$ cat src/rtl/usb_bus_bridge_if.sv
// Bridge bus bundle: CPU-side Wishbone-style slave signals, the USB core's
// 16-bit CSR/EPS bus, the 32-bit EP TX/RX buffer ports and the sticky
// timeout flag.
//   slave  : view taken by usb_bus_bridge
//   master : view taken by the SoC side (CPU, core, EP buffer)
interface usb_bus_bridge_if #(
  parameter int unsigned EPAW = 9
);
  // CPU side
  logic [15:0]     wb_addr;
  logic [31:0]     wb_wdata;
  logic            wb_we;
  logic            wb_cyc;
  logic [31:0]     wb_rdata;
  logic            wb_ack;
  // USB core CSR/EPS bus
  logic [15:0]     usb_bus_addr;
  logic [15:0]     usb_bus_din;
  logic [15:0]     usb_bus_dout;
  logic            usb_bus_cyc;
  logic            usb_bus_we;
  logic            usb_bus_ack;
  // EP buffer ports
  logic [EPAW-1:0] ep_tx_addr_0;
  logic [31:0]     ep_tx_data_0;
  logic            ep_tx_we_0;
  logic [EPAW-1:0] ep_rx_addr_0;
  logic            ep_rx_re_0;
  logic [31:0]     ep_rx_data_1;
  // Status
  logic            err_timeout;

  modport slave (
    input  wb_addr, wb_wdata, wb_we, wb_cyc, usb_bus_dout, usb_bus_ack, ep_rx_data_1,
    output wb_rdata, wb_ack, usb_bus_addr, usb_bus_din, usb_bus_cyc, usb_bus_we,
           ep_tx_addr_0, ep_tx_data_0, ep_tx_we_0, ep_rx_addr_0, ep_rx_re_0, err_timeout
  );

  modport master (
    output wb_addr, wb_wdata, wb_we, wb_cyc, usb_bus_dout, usb_bus_ack, ep_rx_data_1,
    input  wb_rdata, wb_ack, usb_bus_addr, usb_bus_din, usb_bus_cyc, usb_bus_we,
           ep_tx_addr_0, ep_tx_data_0, ep_tx_we_0, ep_rx_addr_0, ep_rx_re_0, err_timeout
  );
endinterface

$ cat src/rtl/usb_bus_bridge.sv
// CPU-to-USB-core bridge. Each CPU cycle becomes either a 16-bit CSR/EPS
// access on the core's cyc/we/ack bus (variable latency, bounded by TIMEOUT)
// or a 32-bit access to the EP TX/RX buffer ports (fixed latency).
// Ports:
//   clk  : system clock (core and EP buffer share it)
//   rst  : asynchronous active-high reset
//   bus  : usb_bus_bridge_if.slave (CPU bus, core bus, EP ports, err_timeout)
// All outputs are registered; a DONE cycle separates accesses so the core
// always sees usb_bus_cyc low between them.
module usb_bus_bridge #(
  parameter logic [3:0]  ADDR_MSB = 4'h3,
  parameter int unsigned EPAW     = 9,
  parameter int unsigned TIMEOUT  = 63
) (
  input logic              clk,
  input logic              rst,
  usb_bus_bridge_if.slave  bus
);

  localparam logic [7:0] TimeoutM1 = 8'(TIMEOUT - 1);

  typedef enum logic [1:0] {StIdle, StCsr, StEpr, StDone} state_e;

  state_e state_q, state_d;

  logic [31:0]     wb_rdata_q, wb_rdata_d;
  logic            wb_ack_q, wb_ack_d;
  logic [15:0]     usb_addr_q, usb_addr_d;
  logic [15:0]     usb_din_q, usb_din_d;
  logic            usb_cyc_q, usb_cyc_d;
  logic            usb_we_q, usb_we_d;
  logic [EPAW-1:0] tx_addr_q, tx_addr_d;
  logic [31:0]     tx_data_q, tx_data_d;
  logic            tx_we_q, tx_we_d;
  logic [EPAW-1:0] rx_addr_q, rx_addr_d;
  logic            rx_re_q, rx_re_d;
  logic            err_q, err_d;
  logic [7:0]      cnt_q, cnt_d;
  // EP writes need one extra cycle before wb_ack; DONE holds it here.
  logic            ack_pend_q, ack_pend_d;

  logic accept;
  logic timeout_hit;
  logic unused_addr_bits;

  assign accept      = (state_q == StIdle) && bus.wb_cyc && !wb_ack_q;
  assign timeout_hit = (cnt_q == TimeoutM1);
  // Upper window bits alias by design.
  assign unused_addr_bits = ^bus.wb_addr[14:12];

  // State register
  always_ff @(posedge clk or posedge rst) begin
    if (rst) begin
      state_q <= StIdle;
    end else begin
      state_q <= state_d;
    end
  end

  // Next-state logic
  always_comb begin
    state_d = state_q;
    unique case (state_q)
      StIdle: begin
        if (accept) begin
          if (!bus.wb_addr[15]) begin
            state_d = StCsr;
          end else if (bus.wb_we) begin
            state_d = StDone;
          end else begin
            state_d = StEpr;
          end
        end
      end
      StCsr: begin
        if (bus.usb_bus_ack || timeout_hit) state_d = StDone;
      end
      StEpr: begin
        if (cnt_q[0]) state_d = StDone;
      end
      StDone: begin
        if (!ack_pend_q) state_d = StIdle;
      end
      default: state_d = StIdle;
    endcase
  end

  // Output / datapath next-state logic
  always_comb begin
    wb_rdata_d = '0;
    wb_ack_d   = 1'b0;
    usb_addr_d = usb_addr_q;
    usb_din_d  = usb_din_q;
    usb_cyc_d  = usb_cyc_q;
    usb_we_d   = usb_we_q;
    tx_addr_d  = tx_addr_q;
    tx_data_d  = tx_data_q;
    tx_we_d    = 1'b0;
    rx_addr_d  = rx_addr_q;
    rx_re_d    = 1'b0;
    err_d      = err_q;
    cnt_d      = cnt_q;
    ack_pend_d = ack_pend_q;

    unique case (state_q)
      StIdle: begin
        if (accept) begin
          cnt_d = '0;
          if (!bus.wb_addr[15]) begin
            usb_addr_d = {ADDR_MSB, bus.wb_addr[11:0]};
            usb_din_d  = bus.wb_wdata[15:0];
            usb_we_d   = bus.wb_we;
            usb_cyc_d  = 1'b1;
          end else if (bus.wb_we) begin
            tx_addr_d  = bus.wb_addr[EPAW-1:0];
            tx_data_d  = bus.wb_wdata;
            tx_we_d    = 1'b1;
            ack_pend_d = 1'b1;
          end else begin
            rx_addr_d = bus.wb_addr[EPAW-1:0];
            rx_re_d   = 1'b1;
          end
        end
      end
      StCsr: begin
        // A core ack on the timeout cycle still counts as normal completion.
        if (bus.usb_bus_ack) begin
          usb_cyc_d = 1'b0;
          wb_ack_d  = bus.wb_cyc;
          if (bus.wb_cyc && !usb_we_q) wb_rdata_d = {16'h0000, bus.usb_bus_dout};
        end else if (timeout_hit) begin
          usb_cyc_d = 1'b0;
          wb_ack_d  = bus.wb_cyc;
          err_d     = 1'b1;
          if (bus.wb_cyc && !usb_we_q) wb_rdata_d = 32'hFFFF_FFFF;
        end else begin
          cnt_d = cnt_q + 8'd1;
        end
      end
      StEpr: begin
        // cnt_q[0] marks the cycle in which the buffer data is valid.
        if (cnt_q[0]) begin
          wb_ack_d = bus.wb_cyc;
          if (bus.wb_cyc) wb_rdata_d = bus.ep_rx_data_1;
        end else begin
          cnt_d = 8'd1;
        end
      end
      StDone: begin
        if (ack_pend_q) begin
          wb_ack_d   = bus.wb_cyc;
          ack_pend_d = 1'b0;
        end
      end
      default: ;
    endcase
  end

  always_ff @(posedge clk or posedge rst) begin
    if (rst) begin
      wb_rdata_q <= '0;
      wb_ack_q   <= 1'b0;
      usb_addr_q <= '0;
      usb_din_q  <= '0;
      usb_cyc_q  <= 1'b0;
      usb_we_q   <= 1'b0;
      tx_addr_q  <= '0;
      tx_data_q  <= '0;
      tx_we_q    <= 1'b0;
      rx_addr_q  <= '0;
      rx_re_q    <= 1'b0;
      err_q      <= 1'b0;
      cnt_q      <= '0;
      ack_pend_q <= 1'b0;
    end else begin
      wb_rdata_q <= wb_rdata_d;
      wb_ack_q   <= wb_ack_d;
      usb_addr_q <= usb_addr_d;
      usb_din_q  <= usb_din_d;
      usb_cyc_q  <= usb_cyc_d;
      usb_we_q   <= usb_we_d;
      tx_addr_q  <= tx_addr_d;
      tx_data_q  <= tx_data_d;
      tx_we_q    <= tx_we_d;
      rx_addr_q  <= rx_addr_d;
      rx_re_q    <= rx_re_d;
      err_q      <= err_d;
      cnt_q      <= cnt_d;
      ack_pend_q <= ack_pend_d;
    end
  end

  assign bus.wb_rdata     = wb_rdata_q;
  assign bus.wb_ack       = wb_ack_q;
  assign bus.usb_bus_addr = usb_addr_q;
  assign bus.usb_bus_din  = usb_din_q;
  assign bus.usb_bus_cyc  = usb_cyc_q;
  assign bus.usb_bus_we   = usb_we_q;
  assign bus.ep_tx_addr_0 = tx_addr_q;
  assign bus.ep_tx_data_0 = tx_data_q;
  assign bus.ep_tx_we_0   = tx_we_q;
  assign bus.ep_rx_addr_0 = rx_addr_q;
  assign bus.ep_rx_re_0   = rx_re_q;
  assign bus.err_timeout  = err_q;

endmodule
$ cat src/flat_wrapper.sv
// flat-port wrapper written by rule: the top's interface ports become plain ports
module usb_bus_bridge_flat 
#(
  parameter logic [3:0]  ADDR_MSB = 4'h3,
  parameter int unsigned EPAW     = 9,
  parameter int unsigned TIMEOUT  = 63
)
  (clk, rst, bus_wb_addr, bus_wb_wdata, bus_wb_we, bus_wb_cyc, bus_usb_bus_dout, bus_usb_bus_ack, bus_ep_rx_data_1, bus_wb_rdata, bus_wb_ack, bus_usb_bus_addr, bus_usb_bus_din, bus_usb_bus_cyc, bus_usb_bus_we, bus_ep_tx_addr_0, bus_ep_tx_data_0, bus_ep_tx_we_0, bus_ep_rx_addr_0, bus_ep_rx_re_0, bus_err_timeout);
  usb_bus_bridge_if #(.EPAW(EPAW)) bus_i ();
  input logic clk;
  input logic rst;
  input wire logic [$bits(bus_i.wb_addr)-1:0] bus_wb_addr;
  input wire logic [$bits(bus_i.wb_wdata)-1:0] bus_wb_wdata;
  input wire logic [$bits(bus_i.wb_we)-1:0] bus_wb_we;
  input wire logic [$bits(bus_i.wb_cyc)-1:0] bus_wb_cyc;
  input wire logic [$bits(bus_i.usb_bus_dout)-1:0] bus_usb_bus_dout;
  input wire logic [$bits(bus_i.usb_bus_ack)-1:0] bus_usb_bus_ack;
  input wire logic [$bits(bus_i.ep_rx_data_1)-1:0] bus_ep_rx_data_1;
  output wire logic [$bits(bus_i.wb_rdata)-1:0] bus_wb_rdata;
  output wire logic [$bits(bus_i.wb_ack)-1:0] bus_wb_ack;
  output wire logic [$bits(bus_i.usb_bus_addr)-1:0] bus_usb_bus_addr;
  output wire logic [$bits(bus_i.usb_bus_din)-1:0] bus_usb_bus_din;
  output wire logic [$bits(bus_i.usb_bus_cyc)-1:0] bus_usb_bus_cyc;
  output wire logic [$bits(bus_i.usb_bus_we)-1:0] bus_usb_bus_we;
  output wire logic [$bits(bus_i.ep_tx_addr_0)-1:0] bus_ep_tx_addr_0;
  output wire logic [$bits(bus_i.ep_tx_data_0)-1:0] bus_ep_tx_data_0;
  output wire logic [$bits(bus_i.ep_tx_we_0)-1:0] bus_ep_tx_we_0;
  output wire logic [$bits(bus_i.ep_rx_addr_0)-1:0] bus_ep_rx_addr_0;
  output wire logic [$bits(bus_i.ep_rx_re_0)-1:0] bus_ep_rx_re_0;
  output wire logic [$bits(bus_i.err_timeout)-1:0] bus_err_timeout;
  assign bus_i.wb_addr = bus_wb_addr;
  assign bus_i.wb_wdata = bus_wb_wdata;
  assign bus_i.wb_we = bus_wb_we;
  assign bus_i.wb_cyc = bus_wb_cyc;
  assign bus_i.usb_bus_dout = bus_usb_bus_dout;
  assign bus_i.usb_bus_ack = bus_usb_bus_ack;
  assign bus_i.ep_rx_data_1 = bus_ep_rx_data_1;
  assign bus_wb_rdata = bus_i.wb_rdata;
  assign bus_wb_ack = bus_i.wb_ack;
  assign bus_usb_bus_addr = bus_i.usb_bus_addr;
  assign bus_usb_bus_din = bus_i.usb_bus_din;
  assign bus_usb_bus_cyc = bus_i.usb_bus_cyc;
  assign bus_usb_bus_we = bus_i.usb_bus_we;
  assign bus_ep_tx_addr_0 = bus_i.ep_tx_addr_0;
  assign bus_ep_tx_data_0 = bus_i.ep_tx_data_0;
  assign bus_ep_tx_we_0 = bus_i.ep_tx_we_0;
  assign bus_ep_rx_addr_0 = bus_i.ep_rx_addr_0;
  assign bus_ep_rx_re_0 = bus_i.ep_rx_re_0;
  assign bus_err_timeout = bus_i.err_timeout;
  usb_bus_bridge #(.ADDR_MSB(ADDR_MSB), .EPAW(EPAW), .TIMEOUT(TIMEOUT)) u_core (.clk(clk), .rst(rst), .bus(bus_i));
endmodule
$ cat config.mk
export PLATFORM = sky130hd
export DESIGN_NAME = usb_bus_bridge_flat
export DESIGN_NICKNAME = d
export VERILOG_FILES = /design/src/rtl/usb_bus_bridge_if.sv /design/src/rtl/usb_bus_bridge.sv /design/src/flat_wrapper.sv
export SDC_FILE = /design/constraint.sdc
export NUM_CORES = 1
export LEC_CHECK = 0
export BUFFER_PORTS_ARGS = -buffer_cell sky130_fd_sc_hd__buf_4
export CORE_UTILIZATION = 45
export DETAILED_ROUTE_END_ITERATION = 7
export HOLD_SLACK_MARGIN = 0.05
export PLACE_DENSITY = 0.76
export SYNTH_ARGS = -nofsm -noshare
export SYNTH_HDL_FRONTEND = slang
export SYNTH_SLANG_ARGS = --single-unit
$ cat constraint.sdc
create_clock -name clk -period 5.08 [get_ports clk]
set_input_delay 0.762 -clock clk [delete_from_list [all_inputs] [get_ports clk]]
set_output_delay 0.762 -clock clk [all_outputs]
set_load 0.02 [all_outputs]
======== After elaboration in Yosys (flattened, before gate mapping) ========
Cells that the tools add are included.
storage, ports and cells
  register bits after elaboration ......... 128
  output and inout bits ................... 120
cells by class
  reductions and logical operators ........ 19
  bitwise logic cells ..................... 3
  add/sub/neg operators ................... 1
  muxes and demuxes ....................... 41
  equality and inequality tests ........... 15
operators by type and width
  operator                                                         number
  32-bit two-way mux                                               5
  32-bit case mux with 2 select lines                              1
  8-bit two-way mux                                                4
  8-bit case mux with 3 select lines                               1
  4-bit AND reduction                                              6
  1-bit two-way mux                                                20
  16-bit two-way mux                                               1
  2-bit != test, second input constant                             7
  2-bit two-way mux                                                5
  8-bit by 1-bit adder with 8-bit output, second input constant    1
  8-bit by 6-bit == test with 1-bit output, second input constant  1
  2-bit case mux with 4 select lines                               1
  2-bit by 1-bit != test with 1-bit output, second input constant  3
  3-bit AND reduction                                              2
  5-bit AND reduction                                              1
  2-bit == test, second input constant                             2
  1-bit case mux with 2 select lines                               2
  2-bit nonzero test                                               2
  1-bit logical AND                                                3
  3-bit by 2-bit != test with 1-bit output, second input constant  1
  1-bit NOT                                                        3
  1-bit case mux with 3 select lines                               1
  3-bit nonzero test                                               1
  2-bit by 1-bit == test with 1-bit output, second input constant  1
  other kinds (3)                                                  4

======== Depth between registers and ports, before layout ========
Gate-level depths: netlist of the first run.
  word-level depth ........................ 6
  gate-level depth with buffers ........... 8
  mapped depth without buffers ............ 6

======== Worst setup path before layout of the first run ========
Ideal clock, no wire load.
  path type ............................... in2reg
  start ................................... in bus_wb_cyc
  end ..................................... reg u_core.usb_addr_q[10], in the netlist u_core.bus.usb_bus_addr[10]
  data required time ...................... 4955 ps
  path slack .............................. 3100 ps
  setup time .............................. 125 ps
  arrival ................................. 1855 ps
  stages .................................. 4
  cell sequence ........................... and2b_1 nor3b_1 buf_2 mux2_2
between the ends
  cells in the longest elaborated chain, start to end .. 3
RTL lines
  element                               line                   RTL
  start, declared                       flat_wrapper.sv:15     input wire logic [$bits(bus_i.wb_cyc)-1:0] bus_wb_cyc;
  1-bit logical AND (2 in a row)        usb_bus_bridge.sv:46   assign accept = (state_q == StIdle) && bus.wb_cyc && !wb_ack_q;
  3-bit AND reduction (no source line)  -
  end signal, assigned                  usb_bus_bridge.sv:178  usb_addr_q <= usb_addr_d;
  end, declared                         usb_bus_bridge.sv:28   logic [15:0] usb_addr_q, usb_addr_d;
Every way passes these cells.
A chain may end at the register's enable or synchronous reset.

======== Worst setup path after layout of the first run ========
  start ................................... reg u_core.state_q[1]
  end ..................................... reg u_core.wb_rdata_q[23], in the netlist u_core.bus.wb_rdata[23]
between the ends
  cells in the longest elaborated chain, start to end .. 2
  elaborated cells on any way between the ends .. 3
  those cells by class .................... eq/ne (2); mux (1)
RTL lines
  element                                                                    line                   RTL
  start, declared                                                            usb_bus_bridge.sv:24   state_e state_q, state_d;
  start signal, assigned                                                     usb_bus_bridge.sv:54   state_q <= StIdle;
  start signal, assigned                                                     usb_bus_bridge.sv:56   state_q <= state_d;
  2-bit == test or 2-bit by 1-bit == test with 1-bit output (tied branches)  usb_bus_bridge.sv:105  unique case (state_q)
  32-bit case mux with 2 select lines (*)                                    usb_bus_bridge.sv:105
  via u_core.wb_rdata_d[23]                                                  usb_bus_bridge.sv:26   logic [31:0] wb_rdata_q, wb_rdata_d;
  end signal, assigned                                                       usb_bus_bridge.sv:176  wb_rdata_q <= wb_rdata_d;
  end, declared                                                              usb_bus_bridge.sv:26
The timed path passes the listed nets; every way through them passes the cells marked *.

==> results.md, run 1 <==
* Post-Synthesis Cell Area at 5330 µm²
* Seq/Total Area, Yosys at 0.601
* Per-cell routed wire length at 16.4 µm
* EDFF count, synth at 0
* Simple-gate share of the synthesized area at 0.0673
* Fillers at 869
* Global route overflow at 0
* Hold buffers post-CTS at 0
* Synth Area in Compound Gates at 0.113
* CTS buffer count at 17
* Synth Area in Adders at 0.0141
* Remaining antenna violation count at 0
* Die height at 111 µm
* Num rows at 39
* # H-tree levels at 4
* Largest family of logic cells by synthesized area: multiplexers
* Final setup TNS at 0 ns
* Core area at 11,500 µm²
* TritonCTS clock tree: done
* Share of layout cells above drive strength 1 at 0.526
* Final setup viols at 0
* Area contributors post-synth: dfrtp_1 (60%), mux2_2 (16%), a21o_1 (2.4%)
* First-pass GRT wire length at 20,800 µm
* Cell taking the most area after synthesis: dfrtp_1
* Critical R2R Launch: u_core.state_q[1]$_DFFE_PP0P_
* Design area at 7580 µm²
* Slew Limit Fails at 0
* Area Growth Syn to Fin at 42.1%
* Clk_lat worst skew at 0.41 ns
* CP Cell Sequence: inv_1 > ha_1 > nor2b_1 > nand3_1 > a21boi_0
* Startpoint Class: register
* Drc violations at 0
* Pleak at 3.85 nW
* Count of cell types in the netlist at 49
* Critical path startpoint: u_core.state_q[1]$_DFFE_PP0P_
* Drt pass-1 iters at 4
* Setup WS pre-CTS at 2.07 ns
* Crit share post-route at 0.602
* Vias in the first global route at 4,100
* Io pins at 221
* Mapped Cells at 402
* Critical Path RT at 5.39 ns
* Detailed Route WL at 12,600 µm
* Tmin final at 3.06 ns
* Port Buffers at 215
* Maximum vdd drop at 0.374 mV
* Final worst slack at 2.02 ns
* Chip width at 111 µm
* Worst Setup End Kind: register
* F_max at 327 MHz
* Crit Path Max Fanout at 18
* Root Driver: clkbuf_16
* Placed wire-length estimate at 9060 µm
* Synth Flop Type: dfrtp_1
* Starting DRC count in detailed routing at 153
* CP Capture Point: u_core.bus.wb_rdata[23]$_DFF_PP0_
* Crit path kind: reg -> reg
* CTS resizes at 0
* Syn avg cell area at 13.3 µm²
* CP Data Arrival Time at 3.37 ns
* Outcome: complete, no violations
* PwrDens at 617 nW/µm²
* Hold_sp: u_core.bus.err_timeout$_DFFE_PP0P_
* Nets@finish at 721
* Top-area cell type share of the netlist area at 0.601
* Vias at 3,943
* Synth Area in XOR/XNOR at 0
* Initial Util at 0.465
* Maximum clock path buffer count at 2
* Slew @ Worst Pin at 1.24 ns
* GRT Resource Usage Total at 0.216
* Antenna diode count at 0
* CP max stage delay at 1.01 ns
* Ys Warns at 0
* Finished Layout Cells at 768
* Maximum capacitance violations at 0
* Clock Pin Slew Worst Setup and Hold Paths at 0.05 ns
* Placed Area at 7040 µm²
* Antenna violations before repair at 0
* Worst reg2reg endpoint: u_core.bus.wb_rdata[23]$_DFF_PP0_
* Reg2reg path depth at 5
* Sink Count at 128
* Async SR Flop Fraction at 1.00
* Synth Register Bits at 128
* Clock skew at 0.00897 ns
* Multiplexer share of the synthesized area at 0.175
* Largest net degree at the start of global routing at 61
* Hold Path Depth at 1
* RSZ-0062 raised after global routing: false
* Placer Congestion at 0.781
* FF-to-FF setup slack at 2.02 ns
* Post-Place Cells at 738
* Drt via density at 5.13
* Slowest cell on crit path: nor2b_1
* Slew headroom at 0.173
* Die area at 12,300 µm²
* Hold Crit Class: reg -> reg
* Setup repair bufs after CTS at 0
* Final Hold Viols at 0
## synth_stat cells (2+ instances only)
| cell | number |
|---|---|
| nand2_1 | 24 |
| and3_1 | 3 |
| inv_1 | 8 |
| o21ai_0 | 3 |
| buf_2 | 8 |
| o21ai_1 | 3 |
| a22oi_1 | 16 |
| mux2_1 | 3 |
| ha_1 | 6 |
| a21oi_1 | 4 |
| a21boi_0 | 12 |
| mux2_2 | 77 |
| clkbuf_1 | 16 |
| a21boi_1 | 4 |
| buf_4 | 3 |
| mux2i_1 | 3 |
| nor2_1 | 7 |
| nor2b_1 | 18 |
| and2_1 | 2 |
| o31ai_1 | 8 |
| a21o_1 | 17 |
| nand3_1 | 3 |
| dfrtp_1 | 128 |
## registers in the layout (all words and copies together), names as in the netlist
register and count:
u_core.bus.ep_tx_data_0 32, u_core.bus.wb_rdata 32, u_core.bus.usb_bus_din 16, u_core.bus.usb_bus_addr 13
u_core.bus.ep_rx_addr_0 9, u_core.bus.ep_tx_addr_0 9, u_core.cnt_q 8, u_core.state_q 2
u_core.ack_pend_q 1, u_core.bus.ep_rx_re_0 1, u_core.bus.ep_tx_we_0 1, u_core.bus.err_timeout 1
u_core.bus.usb_bus_cyc 1, u_core.bus.usb_bus_we 1, u_core.bus.wb_ack 1
## worst min-delay path by stage
stage | end | slack, ns
global route | u_core.bus.err_timeout$_DFFE_PP0P_ | 0.48
global placement | u_core.bus.err_timeout$_DFFE_PP0P_ | 0.44
finish | u_core.bus.err_timeout$_DFFE_PP0P_ | 0.46
CTS | u_core.bus.err_timeout$_DFFE_PP0P_ | 0.46
detailed placement | u_core.bus.err_timeout$_DFFE_PP0P_ | 0.45
floorplan | u_core.cnt_q[3]$_DFFE_PP0P_ | 0.48
## critical path, delay by kind of cell (launching register included)
family,cells,cell delay (ns)
fa+ha+maj,1,0.32
buf+inv,1,0.11
compound gates,1,0.37
simple gates,2,1.75
flops,1,0.40
## placed cells by master (no fill, tap or decap), types with 2 or more instances in the layout
| cell type | netlist | routed |
|---|---|---|
| o21ai_1 | 3 | 3 |
| and2_1 | 2 | 2 |
| nor2_1 | 7 | 7 |
| a21boi_1 | 4 | 4 |
| mux2i_1 | 3 | 3 |
| clkbuf_8 | 0 | 2 |
| dfrtp_1 | 128 | 128 |
| o31ai_1 | 8 | 8 |
| a21o_1 | 17 | 17 |
| a21oi_1 | 4 | 4 |
| nand2_1 | 24 | 24 |
| clkinv_2 | 0 | 3 |
| a21boi_0 | 12 | 12 |
| nand3_1 | 3 | 3 |
| conb_1 | 1 | 2 |
| clkbuf_1 | 16 | 5 |
| a22oi_1 | 16 | 16 |
| buf_4 | 3 | 219 |
| o21ai_0 | 3 | 3 |
| clkbuf_16 | 0 | 17 |
| and3_1 | 3 | 3 |
| ha_1 | 6 | 6 |
| clkinvlp_4 | 0 | 2 |
| nor2b_1 | 18 | 18 |
| mux2_2 | 77 | 77 |
| inv_1 | 8 | 7 |
| mux2_1 | 3 | 3 |
## per-stage QoR
stage	hold WS, ns	util	total power [mW]
final	0.458	0.661	4.67
after global placement	0.444	0.614	3.54
after CTS	0.463	0.661	4.72
after global routing	0.484	0.661	4.91
after floorplan	0.480	-	2.77
after detailed placement	0.450	0.614	3.61
## report_power, final
group,total [mW],internal (mW),leakage (nW),switching [mW]
clock,1.09,0.689,0.256,0.405
sequential,1.59,1.40,1.64,0.195
combinational,1.99,0.955,1.96,1.03
total,4.67,3.04,3.85,1.63
## kinds of logic after synthesis
family                     after synthesis
DFF                                    128
muxes                                   83
AOI/OAI and AO/OA                       80
and+or+nand+nor                         68
buffers and inverters                   36
adders and majority gates                6
other                                    1
## final cells by class
class	instances	area (µm²)	share of cell area
flip-flops and latches	128	3200	0.423
multi-input cells	239	1980	0.262
repair buffers	219	1640	0.217
clock buffers	24	472	0.0623
well taps	143	179	0.0236
clock inverters	6	60.1	0.00793
inverters	9	36.3	0.00479
## metal layers
metal,share of wire,track usage
met5,0,0
met4,0.020,0.0924
met3,0.045,0.0552
met2,0.53,0.370
met1,0.41,0.258
(Power assumes the default switching activity.)
==> run 2, diff against run 1 <==
Clock period 5.08 ns to 3.05 ns, I/O delays scaled along.
==> run 2 against run 1 <==
- fmax up 38%
- non-clock buffer count up 2
- combinational power up 67%
- total power up 67%
- die area unchanged
==> results.md, run 2 (synthesis results as in run 1) <==
* Detailed Route WL at 12,900 µm (+1.9%)
* Placed wire-length estimate at 8820 µm (-2.6%)
* Slew Limit Fails at 0 (unchanged)
* Outcome: complete, no violations
* Crit share post-route at 0.727 (+0.125)
* Remaining antenna violation count at 0 (unchanged)
* Slew headroom at 0.520 (+0.347)
* Top Layer Used: met4
* Final setup TNS at 0 ns (unchanged)
* Maximum capacitance violations at 0 (unchanged)
* Sink Count at 128 (unchanged)
* Design area at 7610 µm² (+0.45%)
* PwrDens at 1030 nW/µm² (+66%)
* Die height at 111 µm (unchanged)
* Critical Path RT at 3.35 ns (-2.04 ns)
* Final Hold Viols at 0 (unchanged)
* Maximum vdd drop at 0.648 mV (+73%)
* Fillers at 858 (-1.3%)
* TritonCTS clock tree: done
* Area Growth Syn to Fin at 42.7%
* Startpoint Class: register
* FF-to-FF setup slack at 0.83 ns (-1.19 ns)
* Global route overflow at 0 (unchanged)
* Clk_lat worst skew at 0.41 ns (about the same)
* Final setup viols at 0 (unchanged)
* Tmin final at 2.22 ns (-0.842 ns)
* F_max at 451 MHz (+38%)
* DR WL met3 at 511 µm (-11%)
* Clock Pin Slew Worst Setup and Hold Paths at 0.05 ns (about the same)
* Largest net degree at the start of global routing at 102 (+67%)
* Pleak at 3.87 nW (+0.44%)
* Antenna violations before repair at 0 (unchanged)
* Per-cell routed wire length at 16.7 µm (+1.4%)
* Root Driver: clkbuf_16
* Vias at 3,936 (-0.18%)
* Drt pass-1 iters at 4 (unchanged)
* Initial Util at 0.465 (unchanged)
* Worst Setup End Kind: register
* Hold buffers post-CTS at 0 (unchanged)
* Nets@finish at 723 (+0.28%)
* Placed Area at 7070 µm² (+0.41%)
* Share of layout cells above drive strength 1 at 0.526 (about the same)
* Drc violations at 0 (unchanged)
* Setup repair bufs after CTS at 0 (unchanged)
* Routed wl met2 at 6860 µm (+2.8%)
* Commonest non-fill, non-tap cells in the layout: buf_4 (220), dfrtp_1 (128), mux2_2 (77)
* Vias in the first global route at 4,036 (-1.6%)
* Hold Crit Class: in -> async
* Maximum clock path buffer count at 2 (unchanged)
* Most common cell after layout, fill and taps aside: buf_4
* Die area at 12,300 µm² (unchanged)
* Drt via density at 5.10 (-0.69%)
* CTS buffer count at 17 (unchanged)
* First-pass GRT wire length at 20,900 µm (+0.16%)
* GRT Resource Usage Total at 0.219 (+0.00318)
* Crit Path Max Fanout at 12 (-6)
* Final Power at 7.81 mW (+67%)
* Storage element area at 3200 µm² (unchanged)
* Num rows at 39 (unchanged)
* Placer Congestion at 0.782 (+0.19%)
* # H-tree levels at 4 (unchanged)
* Chip width at 111 µm (unchanged)
* Crit path kind: reg -> reg
* Starting DRC count in detailed routing at 206 (+35%)
* CTS resizes at 0 (unchanged)
* Core area at 11,500 µm² (unchanged)
* RSZ-0062 raised after global routing: false
* Io pins at 221 (unchanged)
* Port Buffers at 215 (unchanged)
* CP Data Arrival Time at 2.52 ns (-0.85 ns)
* Antenna diode count at 0 (unchanged)
* Wire length on met1 at 5130 µm (+0.21%)
* Slew @ Worst Pin at 0.715 ns (-0.523 ns)
* Clock skew at 0.00634 ns (-0.00263 ns)
* Area of the multi-input gates at 1980 µm² (unchanged)
## run 2: path summary, 6_finish.rpt
kind                                                         start                                      end  depth (start not counted)
worst max register to register         u_core.cnt_q[0]$_DFFE_PP0P_              u_core.cnt_q[7]$_DFFE_PP0P_                          6
worst max-delay path                   u_core.cnt_q[0]$_DFFE_PP0P_              u_core.cnt_q[7]$_DFFE_PP0P_                          6
worst min-delay path                                           rst        u_core.bus.wb_rdata[28]$_DFF_PP0_                          2
max in group asynchronous                                      rst              u_core.cnt_q[1]$_DFFE_PP0P_                          3
worst min register to register  u_core.bus.err_timeout$_DFFE_PP0P_       u_core.bus.err_timeout$_DFFE_PP0P_                          1
min in group clk                                  bus_wb_wdata[28]  u_core.bus.ep_tx_data_0[28]$_DFFE_PP0P_                          2
## run 2: layer usage
metal  GRT usage  vias to the layer above
met1       0.257                     1947
met5           0                        -
met4       0.109                        0
met3      0.0476                       27
li1            -                     1851
met2       0.380                      111
## run 2: metrics by stage
step	hold WS [ns]	util	setup WS [ns]	std cells
after floorplan	0.480	-	1.01	403
after global placement	0.444	0.617	0.939	740
after detailed placement	0.454	0.617	0.856	740
after CTS	0.138	0.664	0.838	772
after global routing	0.175	0.664	0.660	772
final	0.139	0.664	0.832	772
## run 2: power breakdown
group	internal (mW)	switching (mW)	total (mW)
Sequential	2.32	0.321	2.64
Clock	1.16	0.681	1.84
Combinational	1.59	1.73	3.32
## run 2: layout make-up
cell class | instances | area share
clock buffers | 26 | 0.0630
inverters | 9 | 0.00493
well taps | 143 | 0.0235
clock inverters | 6 | 0.00756
multi-input cells | 239 | 0.260
flip-flops and latches | 128 | 0.421
repair buffers | 221 | 0.220
## run 2: critical path, stage by stage, from the launching register on
cell	delay, ns
dfrtp_1	0.45
inv_1	0.13
ha_1	0.25
nor4bb_1	0.14
a22o_1	0.35
or3_4	0.48
o41ai_2	0.31
